$ cat config.mk
export PLATFORM = sky130hd
export DESIGN_NAME = priority_encoder_stream
export DESIGN_NICKNAME = d
export VERILOG_FILES = /design/src/rtl/encoder_pkg.sv /design/src/rtl/enc_fifo2.sv /design/src/rtl/priority_encoder_stream.sv
export SDC_FILE = /design/constraint.sdc
export NUM_CORES = 1
export LEC_CHECK = 0
export BUFFER_PORTS_ARGS = -buffer_cell sky130_fd_sc_hd__buf_4
export CAP_MARGIN = 10
export CORE_AREA = 2 2 39 41
export CTS_CLUSTER_DIAMETER = 30
export DETAILED_ROUTE_END_ITERATION = 7
export DIE_AREA = 0 0 41 43
export HOLD_SLACK_MARGIN = 0.05
export PLACE_DENSITY = 0.77
export SETUP_SLACK_MARGIN = 0.2
export SLEW_MARGIN = 15
export SYNTH_ARGS = -nofsm -noshare
export SYNTH_HDL_FRONTEND = slang
export SYNTH_HIERARCHICAL = 1
export SYNTH_SLANG_ARGS = --single-unit
$ cat constraint.sdc
create_clock -name clk -period 3.35 [get_ports clk]
set_clock_uncertainty 0.2 [all_clocks]
set_input_delay 0.335 -clock clk [delete_from_list [all_inputs] [get_ports clk]]
set_output_delay 0.335 -clock clk [all_outputs]
set_load 0.02 [all_outputs]
$ cat src/rtl/encoder_pkg.sv
//==============================================================================
// Module      : encoder_pkg
// Description : Shared types and constants for the streaming priority encoder.
//               Default line count/index width, the FIFO entry layout and the
//               output buffer depth.
//               Optional feature macro: ENCODER_ONEHOT_CHECK_EN (adds the err
//               bit to each buffered entry).
// Revision    : 1.0 - initial release
//==============================================================================
`default_nettype none

package encoder_pkg;

  localparam int ENC_N_DEFAULT  = 4;
  localparam int ENC_W_DEFAULT  = $clog2(ENC_N_DEFAULT);
  localparam int ENC_FIFO_DEPTH = 2;
  // Count must be able to represent 0..DEPTH inclusive.
  localparam int ENC_CNT_W      = $clog2(ENC_FIFO_DEPTH + 1);
  localparam int ENC_PTR_W      = $clog2(ENC_FIFO_DEPTH);

  // One buffered encode result. Without the one-hot check the err bit is not
  // stored at all; the top ties its err port low instead.
  typedef struct packed {
    logic [ENC_W_DEFAULT-1:0] a;
    logic                     z;
`ifdef ENCODER_ONEHOT_CHECK_EN
    logic                     err;
`endif
  } enc_entry_t;

endpackage

`default_nettype wire

$ cat src/rtl/enc_fifo2.sv
//==============================================================================
// Module      : enc_fifo2
// Description : 2-entry synchronous FIFO of encoder results. Head entry is
//               read straight from the storage registers.
// Ports       : clk, rst      - clock, synchronous active-high reset
//               push_i/wdata_i - write strobe and entry (ignored when full)
//               pop_i          - read strobe (ignored when empty)
//               full_o/empty_o - occupancy flags
//               count_o        - number of stored entries (0..2)
//               rdata_o        - head entry
// Revision    : 1.0 - initial release
//==============================================================================
`default_nettype none

module enc_fifo2
  import encoder_pkg::*;
#(
  parameter type T = enc_entry_t
) (
  input  logic                 clk,
  input  logic                 rst,
  input  logic                 push_i,
  input  T                     wdata_i,
  input  logic                 pop_i,
  output logic                 full_o,
  output logic                 empty_o,
  output logic [ENC_CNT_W-1:0] count_o,
  output T                     rdata_o
);

  T                     mem_q [ENC_FIFO_DEPTH];
  logic [ENC_PTR_W-1:0] wr_ptr_q, wr_ptr_d;
  logic [ENC_PTR_W-1:0] rd_ptr_q, rd_ptr_d;
  logic [ENC_CNT_W-1:0] count_q, count_d;
  logic                 w_push;
  logic                 w_pop;

  assign full_o  = (count_q == ENC_CNT_W'(ENC_FIFO_DEPTH));
  assign empty_o = (count_q == '0);
  assign count_o = count_q;
  assign rdata_o = mem_q[rd_ptr_q];

  // Guards make an over-push or under-pop a no-op rather than a corruption.
  assign w_push = push_i && !full_o;
  assign w_pop  = pop_i && !empty_o;

  // Depth is a power of two, so pointers wrap by natural overflow.
  always_comb begin
    wr_ptr_d = wr_ptr_q;
    rd_ptr_d = rd_ptr_q;
    count_d  = count_q;
    if (w_push) wr_ptr_d = wr_ptr_q + ENC_PTR_W'(1);
    if (w_pop)  rd_ptr_d = rd_ptr_q + ENC_PTR_W'(1);
    count_d = count_q + ENC_CNT_W'(w_push) - ENC_CNT_W'(w_pop);
  end

  always_ff @(posedge clk) begin
    if (rst) begin
      // Storage is cleared too so the head reads as all-zero after reset.
      for (int i = 0; i < ENC_FIFO_DEPTH; i++) mem_q[i] <= '0;
      wr_ptr_q <= '0;
      rd_ptr_q <= '0;
      count_q  <= '0;
    end else begin
      if (w_push) mem_q[wr_ptr_q] <= wdata_i;
      wr_ptr_q <= wr_ptr_d;
      rd_ptr_q <= rd_ptr_d;
      count_q  <= count_d;
    end
  end

endmodule

`default_nettype wire

$ cat src/rtl/priority_encoder_stream.sv
//==============================================================================
// Module      : priority_encoder_stream
// Description : Streaming N-to-log2(N) priority encoder with valid/ready on
//               both sides and a 2-entry output buffer. Returns the index of
//               the highest set line of D plus an all-zero flag.
//               Optional feature macro: ENCODER_ONEHOT_CHECK_EN - when defined,
//               err flags inputs with more than one line set; otherwise err
//               is tied low.
// Ports       : clk, rst            - clock, synchronous active-high reset
//               E                   - enable; low blocks acceptance only
//               in_valid/in_ready/D - input handshake and line vector
//               out_valid/out_ready - output handshake
//               A, Z, err           - head result (index, zero, multi-hot)
// Revision    : 1.0 - initial release
//==============================================================================
`default_nettype none

module priority_encoder_stream
  import encoder_pkg::*;
#(
  parameter int N = ENC_N_DEFAULT,
  parameter int W = $clog2(N)
) (
  input  logic         clk,
  input  logic         rst,
  input  logic         E,
  input  logic         in_valid,
  output logic         in_ready,
  input  logic [N-1:0] D,
  output logic         out_valid,
  input  logic         out_ready,
  output logic [W-1:0] A,
  output logic         Z,
  output logic         err
);

  // Entry layout sized to this instance's index width.
  typedef struct packed {
    logic [W-1:0] a;
    logic         z;
`ifdef ENCODER_ONEHOT_CHECK_EN
    logic         err;
`endif
  } entry_t;

  entry_t               w_enc;
  entry_t               w_head;
  logic                 w_full;
  logic                 w_empty;
  logic [ENC_CNT_W-1:0] w_count;
  logic                 w_push;
  logic                 w_pop;

  // Ascending scan: the last set line wins, giving the highest index.
  always_comb begin
    w_enc   = '0;
    w_enc.z = (D == '0);
    for (int i = 0; i < N; i++) begin
      if (D[i]) w_enc.a = W'(i);
    end
`ifdef ENCODER_ONEHOT_CHECK_EN
    // Clearing the lowest set bit leaves something only if two or more were set.
    w_enc.err = |(D & (D - N'(1)));
`endif
  end

  // Ready never looks at out_ready, so there is no combinational path through.
  assign in_ready  = !rst && E && !w_full;
  assign w_push    = in_valid && in_ready;
  assign out_valid = (w_count != '0);
  assign w_pop     = out_ready && !w_empty;

  enc_fifo2 #(
    .T (entry_t)
  ) u_fifo (
    .clk     (clk),
    .rst     (rst),
    .push_i  (w_push),
    .wdata_i (w_enc),
    .pop_i   (w_pop),
    .full_o  (w_full),
    .empty_o (w_empty),
    .count_o (w_count),
    .rdata_o (w_head)
  );

  assign A = w_head.a;
  assign Z = w_head.z;
`ifdef ENCODER_ONEHOT_CHECK_EN
  assign err = w_head.err;
`else
  assign err = 1'b0;
`endif

endmodule

`default_nettype wire

==> reports/qor.yml <==
drt:
  route.detailed.drc: 0
  ant_nets: 0
  num_vias: 419
  wl_per_cell_um: 9.125
  totalWireLength_um: 803
  vias_per_cell: 4.761
  drt_iter0_markers: 6
  dr.pass1.iters: 4
worst_setup_path:
  critPathLaunch: "u_fifo/count_o[1]$_SDFF_PP0_"
  startpoint_type: "flop"
  cp_num_buf_inv: 1
  cp-end-kind: "flop"
  r2r_start: "u_fifo/count_o[1]$_SDFF_PP0_"
  cp_data_arrival_time_ns: 1.72
  crit_chain: "nor2b_4 > nor3b_2 > and2_1 > inv_1 > or3_4 > nand2b_1"
  path_class: "flop to flop"
  cp.required_ns: 3.13
  rrSetupSlack_ns: 1.41
  crit_family: "simple AND/OR/NAND/NOR gates"
  slowest_stage: "or3_4"
  critPathMaxFanout: 6
  critPathMaxStageDelay_ns: 0.39
min_path:
  hp-start: "rst"
  hp-class: "input pin to flop"
outcome:
  outcome: "finished, final reports clean"
clock_network:
  clk_pin_slew_ns: 0.07
  cts_buffers: 3
  post_cts_resized: 0
  cts-hold-fix-buffers: 0
  cts_max_path_buffers: 2
  cts_htree_levels: 1
  cts_tree: "done"
  clock_latency_ns: 0.27
  cts_setup_buffers: 0
  cts-root-buf: "clkbuf_4"
  cts_sinks: 11
timing:
  max_freq_ghz: 0.5153
  fin_crit_sh_pct: 57.92
  drv_slew: 0
  final.setup.tns_ns: 0
  timing.hold.ws_ns: 0.09517
  fin_crit_ns: 1.940
  hold_viol: 0
  setup_viol: 0
  rsz0062_at_grt: "no"
floorplanning:
  die_h_um: 43
  die_area_um2: 1763
  die-width_um: 41
  initial_core_util_pct: 42.59
  rows: 14
  io_pins: 15
  core-area_um2: 1384
cells_and_area:
  utilization_pct: 52.26
  multi_input_area_um2: 282.8
  ff_latch_area_um2: 280.3
  antenna_cells: 0
  layout_common_cells: "13 x buf_4, 11 x nor2_1, 6 x edfxtp_1, 5 x nand2b_1, 5 x dfxtp_1"
  nNetsFinal: 84
  fillerInstances: 129
  final_common_cell: "buf_4"
  area_delta_synth_final_pct: 22.72
  layout-drive-gt1-share_pct: 38.89
logic_synthesis:
  synthCells: 57
  yosys.area.top_type: "edfxtp_1"
  yosysSeqAreaShare_pct: 47.56
  synth_top_area_share_pct: 30.57
  syn_avg_cell_area_um2: 10.34
  yosys-top-cells-area: "edfxtp_1 31%, dfxtp_1 17%, nor2_1 7.0%"
  synth_nets: 68
  synth_cell_types: 26
  synth_area_um2: 589.3
  yosys_warnings: 6
  ys_ff_latch: 11
global_routing:
  grt_pass1_wl_mm: 1.455
  grt_pass1_vias: 392
  grt_max_degree: 12
  grt_overflow: 0
  antenna_found_initial: 0
  track_usage_pct: 12.32
run:
  cap_viol_max_count: 0
placement:
  hpwl_um: 653.9
  portBuffers: 13
  gp_congestion: 0.7610
pwr:
  p_leak_nw: 0.3162
  peakVddDrop_mv: 0.1789
  powerDensity_nw_per_um2: 395.3
-- sequential cells by signal (all words and copies together) (netlist names), named ones only --
name             flops
u_fifo/wr_ptr_q      1
u_fifo/count_o       2
u_fifo/mem_q         6
u_fifo/rd_ptr_q      1
-- layer usage --
| layer | vias to the layer above | global-route usage [%] | share of wire (%) |
|---|---|---|---|
| li1 | 214 | - | - |
| met1 | 189 | 14.48 | 43 |
| met2 | 14 | 18.75 | 49 |
| met3 | 2 | 1.571 | 4.7 |
| met4 | 0 | 10.00 | 3.2 |
| met5 | - | 0 | 0 |
-- worst reg2reg max path, cell delays in order (launching register included) --
cell,delay [ns]
dfxtp_1,0.35
nor2b_4,0.15
nor3b_2,0.19
and2_1,0.16
inv_1,0.06
or3_4,0.39
nand2b_1,0.14
-- metrics by stage --
stage | setup slack, ns | instances | total power, mW | instance area [um^2]
after floorplan | 1.248 | 57 | 0.1836 | 589.3
after global placement | 1.446 | 84 | 0.1996 | 695.7
after detailed placement | 1.408 | 84 | 0.2006 | 695.7
after CTS | 1.390 | 88 | 0.2892 | 723.2
after global routing | 1.263 | 88 | 0.3020 | 723.2
final | 1.410 | 88 | 0.2859 | 723.2
-- report_power, final --
| part | switching [mW] | internal, mW | leakage, nW | total (mW) |
|---|---|---|---|---|
| Combinational | 0.0217 | 0.0236 | 0.195 | 0.0453 |
| Clock | 0.0444 | 0.0442 | 0.0177 | 0.0887 |
| Sequential | 0.00368 | 0.148 | 0.103 | 0.152 |
| Total | 0.0698 | 0.216 | 0.316 | 0.286 |
-- area by class of cell --
type | count | share of cell area, %
clock buffer | 3 | 3.114
sequential | 11 | 38.75
tap | 16 | 2.768
inverter | 4 | 2.076
multi-input combinational | 40 | 39.10
clock inverter | 1 | 0.6920
timing repair buffer | 13 | 13.49
-- synth_stat cells, drive strengths merged --
cell type  instances
and2               2
or2                2
nand2b             5
nor2b              3
xnor2              1
nor2              11
o21a               1
a21oi              1
inv                4
nand3b             1
ha                 2
clkbuf             1
conb               1
mux2               3
or3                1
o21ai              1
xor2               1
edfxtp             6
buf                1
a21o               1
dfxtp              5
nor3b              1
nor3               2
-- final timing paths --
path | endpoint | cells past startpoint
max | u_fifo/mem_q[0][2]$_SDFFCE_PN0P_ | 6
min | u_fifo/wr_ptr_q$_SDFFE_PP0N_ | 2
max reg2reg | u_fifo/mem_q[0][2]$_SDFFCE_PN0P_ | 6
min reg2reg | u_fifo/rd_ptr_q$_SDFFE_PP0P_ | 2
-- kinds of logic (layout without fill, tap and decap cells) --
| logic type | count (synthesis) | in the layout | share of synthesized area, % |
|---|---|---|---|
| flops | 11 | 11 | 47.56 |
| simple gates | 28 | 28 | 29.30 |
| fa+ha+maj | 2 | 2 | 4.246 |
| buf+inv | 6 | 21 | 4.458 |
| xor+xnor | 2 | 2 | 2.973 |
| other cells | 1 | 1 | 0.6363 |
| mux | 3 | 3 | 5.732 |
| compound gates | 4 | 4 | 5.096 |
(Power assumes the default switching activity.)
